<file path="src/rtl/sobel_pkg.sv">
// sobel_pkg: pixel and row types shared by the Sobel filter and its row serializer.
package sobel_pkg;
  localparam int PIX_W = 8;
  localparam int SOBEL_W = 98;
  localparam int SOBEL_H = 98;
  typedef logic [PIX_W-1:0] pixel_t;
  typedef pixel_t row_t [SOBEL_W];
endpackage

</file>
<file path="src/rtl/sobel_row_fifo.sv">
// sobel_row_fifo: DEPTH-row buffer of whole rows; exposes the head row for pixel readout.
module sobel_row_fifo
  import sobel_pkg::*;
#(
  parameter int WIDTH = SOBEL_W,
  parameter int DEPTH = 2
) (
  input  logic   clk,
  input  logic   rst,
  input  logic   push,
  input  logic   pop,
  input  pixel_t row_in [WIDTH],
  output pixel_t head [WIDTH],
  output logic   full,
  output logic   empty
);
  localparam int PW = $clog2(DEPTH);
  pixel_t mem [DEPTH][WIDTH];
  logic [PW-1:0] wr_q, rd_q;
  logic [PW:0] cnt_q, cnt_d;
  assign cnt_d = cnt_q + (PW+1)'(push) - (PW+1)'(pop);
  assign full = cnt_q == (PW+1)'(DEPTH);
  assign empty = cnt_q == '0;
  assign head = mem[rd_q];
  // Row storage is deliberately left out of reset.
  always_ff @(posedge clk)
    if (push) mem[wr_q] <= row_in;
  always_ff @(posedge clk or posedge rst)
    if (rst) begin
      wr_q <= '0;
      rd_q <= '0;
      cnt_q <= '0;
    end else begin
      if (push) wr_q <= wr_q + PW'(1);
      if (pop) rd_q <= rd_q + PW'(1);
      cnt_q <= cnt_d;
    end
endmodule

</file>
<file path="src/rtl/sobel_row_serializer.sv">
// sobel_row_serializer: buffers parallel filter rows and streams them one pixel per beat,
// flagging end-of-row/frame and sticky-dropping rows offered while the buffer is full.
module sobel_row_serializer
  import sobel_pkg::*;
#(
  parameter int WIDTH = SOBEL_W,
  parameter int HEIGHT = SOBEL_H,
  parameter int DEPTH = 2
) (
  input  logic        clk,
  input  logic        rst,
  input  logic        row_valid,
  input  pixel_t      row_in [WIDTH],
  output logic        row_ready,
  output pixel_t      pix_out,
  output logic        pix_valid,
  input  logic        pix_ready,
  output logic        pix_eol,
  output logic        pix_eof,
  output logic        drop_err,
  output logic [15:0] frames_done
);
  localparam int CW = $clog2(WIDTH);
  localparam int RW = $clog2(HEIGHT);
  localparam logic [CW-1:0] COL_LAST = CW'(WIDTH-1);
  localparam logic [RW-1:0] ROW_LAST = RW'(HEIGHT-1);
  logic full, empty, push, beat, pop, last_col, last_row;
  pixel_t head [WIDTH];
  logic [CW-1:0] col_q, col_d;
  logic [RW-1:0] row_q, row_d;
  logic [15:0] frames_q, frames_d;
  logic drop_q;
  sobel_row_fifo #(.WIDTH(WIDTH), .DEPTH(DEPTH)) u_fifo (
    .clk(clk), .rst(rst), .push(push), .pop(pop), .row_in(row_in),
    .head(head), .full(full), .empty(empty)
  );
  // row_ready comes from pre-pop occupancy: a full buffer rejects even on its pop cycle.
  assign row_ready = !full;
  assign push = row_valid && !full;
  assign pix_valid = !empty;
  assign beat = pix_valid && pix_ready;
  assign last_col = col_q == COL_LAST;
  assign last_row = row_q == ROW_LAST;
  assign pop = beat && last_col;
  assign pix_out = pix_valid ? head[col_q] : '0;
  assign pix_eol = pix_valid && last_col;
  assign pix_eof = pix_eol && last_row;
  assign drop_err = drop_q;
  assign frames_done = frames_q;
  always_comb begin
    col_d = !beat ? col_q : last_col ? '0 : col_q + CW'(1);
    row_d = !pop ? row_q : last_row ? '0 : row_q + RW'(1);
    frames_d = frames_q + 16'(pop && last_row);
  end
  always_ff @(posedge clk or posedge rst)
    if (rst) begin
      col_q <= '0;
      row_q <= '0;
      frames_q <= '0;
      drop_q <= 1'b0;
    end else begin
      col_q <= col_d;
      row_q <= row_d;
      frames_q <= frames_d;
      if (row_valid && full) drop_q <= 1'b1;
    end
endmodule

</file>
<file path="config.mk">
export PLATFORM = sky130hd
export DESIGN_NAME = sobel_row_serializer
export DESIGN_NICKNAME = d
export VERILOG_FILES = /design/src/rtl/sobel_pkg.sv /design/src/rtl/sobel_row_fifo.sv /design/src/rtl/sobel_row_serializer.sv
export SDC_FILE = /design/constraint.sdc
export NUM_CORES = 1
export LEC_CHECK = 0
export CAP_MARGIN = 30
export CORE_UTILIZATION = 55
export CTS_CLUSTER_DIAMETER = 80
export CTS_CLUSTER_SIZE = 8
export DETAILED_ROUTE_END_ITERATION = 8
export PLACE_DENSITY = 0.77
export SLEW_MARGIN = 20
export SYNTH_ARGS = -nofsm -noshare
export SYNTH_HDL_FRONTEND = slang
export SYNTH_SLANG_ARGS = --single-unit
</file>
<file path="constraint.sdc">
create_clock -name clk -period 40.5 [get_ports clk]
set_input_delay 10.125 -clock clk [delete_from_list [all_inputs] [get_ports clk]]
set_output_delay 10.125 -clock clk [all_outputs]
set_load 0.02 [all_outputs]
</file>
==> results.cfg <==
[critical_path]
worst_path_max_delay_cell = dfrtp_4
critPathLaunch = u_fifo.rd_q
rrSetupSlack_ns = 36.03
critPathMaxFanout = 37
cp-end-kind = output port
path_buf_inv = 4
criticalPathCategory = reg2out
cp_slowest_stage_delay_ns = 0.96
crit_chain = buf_4 -> buf_4 -> buf_16 -> mux4_2 -> mux4_2 -> and3_1 -> a21oi_1 -> a31oi_1 -> o221a_1 -> clkdlybuf4s50_1
start_kind = flip-flop
critical-path-top-delay-family = buffers and inverters
rr_startpoint = col_q[0]
critical_path_arrival_ns = 6.21
required_ns = 30.38

[timing]
period_share_pct = 40.3
fmax_ghz = 0.0612
tightest_slew_ns = 1.25
grt_setup_unrepaired = false
maxSlewViolCount = 0
skew_ns = 0.0281
whs_ns = 0.476
fin_setup_tns_ns = 0
finalHoldViolations = 0
setup_viol = 0
slew_headroom_pct = 17.0
fin_crit_ns = 16.34

[place]
dp_cells = 4799
place.gp.congestion = 0.828
post-dp-hpwl_mm = 116
port_buffers = 816

[clock_tree]
ctsResizeCount = 0
clk_path_buf_depth = 3
numCtsBuffers = 218
holdBufCountCts = 0
postCtsSetupBuffers = 0
clk_pin_slew_worst_paths_ns = 0.05
cts_tree = yes
cts_root_buf = clkbuf_16
clk_latency_ns = 0.80
htreeDepth = 4
clock_sinks = 1603

[final_layout]
fin_nets = 4333
final_cells = 5174
area_growth_syn_to_layout_pct = 26.6
drive_gt1_share_pct = 21.6

[power]
cellPowerDensity_nw_per_um2 = 67.4
leakagePower_nw = 25.1
ir_drop_mv = 0.0557

[detailed_routing]
wl_met3_mm = 15.2
avgRoutedWirePerCell_um = 33.5
top_layer = met5
wl_met1_mm = 61.0
vias = 32305
antenna_left = 0
vias_per_cell = 6.24
dr_wl_met2_mm = 88.2
drt_pass1_iterations = 6
drt-initial-drc-count = 3427
drcViolationCount = 0
totalWireLength_mm = 173

[yosys]
synthTopCellsByCount = edfxtp_1, mux4_2, nand2_1
ys_ff_latch = 1603
netlist.area_leader.share_pct = 76.7
ys_seq_area_share_pct = 78.2
yosys.cell_count.top_type = edfxtp_1
synth-edff-count = 1568
synthArstFlopShare_pct = 2.18
netlist_area_um2 = 61400
synth_nets = 3364
synth_area_leaders = edfxtp_1, mux4_2, dfrtp_1, mux2i_1, nand2_1
synth_ff_type = edfxtp_1
synth_cells = 2567
yosysTopAreaCell = edfxtp_1
synth_cell_type_count = 64
yosys_warnings = 0
synth_area_per_cell_um2 = 23.9

[hold_path]
hp-start = frames_done[15]
hold_class = reg2reg

[floorplanning]
die_area_um2 = 113000
design.core.area_um2 = 111000
rows = 122
die_h_um = 336
io_pins = 817
initial_core_util_pct = 55.4
fp.dieW_um = 336

[global_routing]
track_usage_pct = 30.7
grt_max_degree = 197
grt_pass1_vias = 34448
grt_pass1_wl_mm = 240
grt_overflow = 0
antenna_found_initial = 104

[job]
maxCapViolCount = 0

[outcome]
status = complete, no violations
[power by group]
part           leakage, nW  switching, mW  internal, mW  total (mW)
registers             15.0          0.121          2.27        2.39
logic                 7.15          0.742         0.487        1.23
clock network         2.89          0.652         0.970        1.62
total                 25.1           1.52          3.72        5.24
[worst paths after layout]
check	cells after the start	endpoint
max	10	pix_out[5]
min	1	frames_done[15]
max reg2reg	12	frames_done[11]
min reg2reg	1	frames_done[15]
max in group asynchronous	3	col_q[2]
min in group asynchronous	3	frames_done[4]
[sequential cells by signal, indices dropped and copies added (netlist names)]
signal,count
row_q,7
col_q,7
frames_done,16
drop_err,1
u_fifo.rd_q,1
u_fifo.mem,1568
u_fifo.cnt_q,2
u_fifo.wr_q,1
[area by class of cell]
cell class                 count  area [um2]
sequential                  1603       48000
fill                        6461       33000
multi-input combinational    825       12700
timing repair buffer         873        8880
clock buffer                 274        5710
tap                         1488        1860
clock inverter                14         284
antenna                       82         205
inverter                      15        61.3
[stage by stage]
stage          cell area (um2)  worst slack, ns  util, %  power, mW
2_1_floorplan            61400             9.25        -       3.39
3_3_place_gp             71200            24.78     64.4       3.56
3_5_place_dp             71400            24.79     64.5       3.62
4_1_cts                  77400            23.91     69.9       5.25
5_1_grt                  77700            23.89     70.2       5.40
6_report                 77700            24.16     70.2       5.24
[per-layer routing]
metal  GRT usage [%]  vias to the layer above
met5               0                        -
li1                -                    13061
met2            50.5                     1824
met3            8.14                      438
met1            37.6                    16924
met4            15.8                       58
[cells by family (layout without fill, tap and decap cells)]
group	after synthesis	after routing	share of synthesized area (%)
other	0	82	0
adders and majority gates	9	9	0.184
AOI/OAI and AO/OA	127	127	1.49
and+or+nand+nor	177	177	1.39
buffers and inverters	139	1176	1.16
DFF	1603	1603	78.2
muxes	491	491	17.3
xor gates and xnor gates	21	21	0.300
[placed cells by master, fill, tap and decap left out, types with 15 or more instances in the layout]
master and n:
edfxtp_1 1568, clkdlybuf4s50_1 816, mux4_2 455, clkbuf_16 220, diode_2 82, nand2_1 66, clkbuf_1 54, buf_4 39
a22oi_1 31, dfrtp_1 30, nor2_1 27, mux2i_1 27, a21oi_1 20, xnor2_1 18, nand3_1 15
Power figures use the tool's default switching activity.
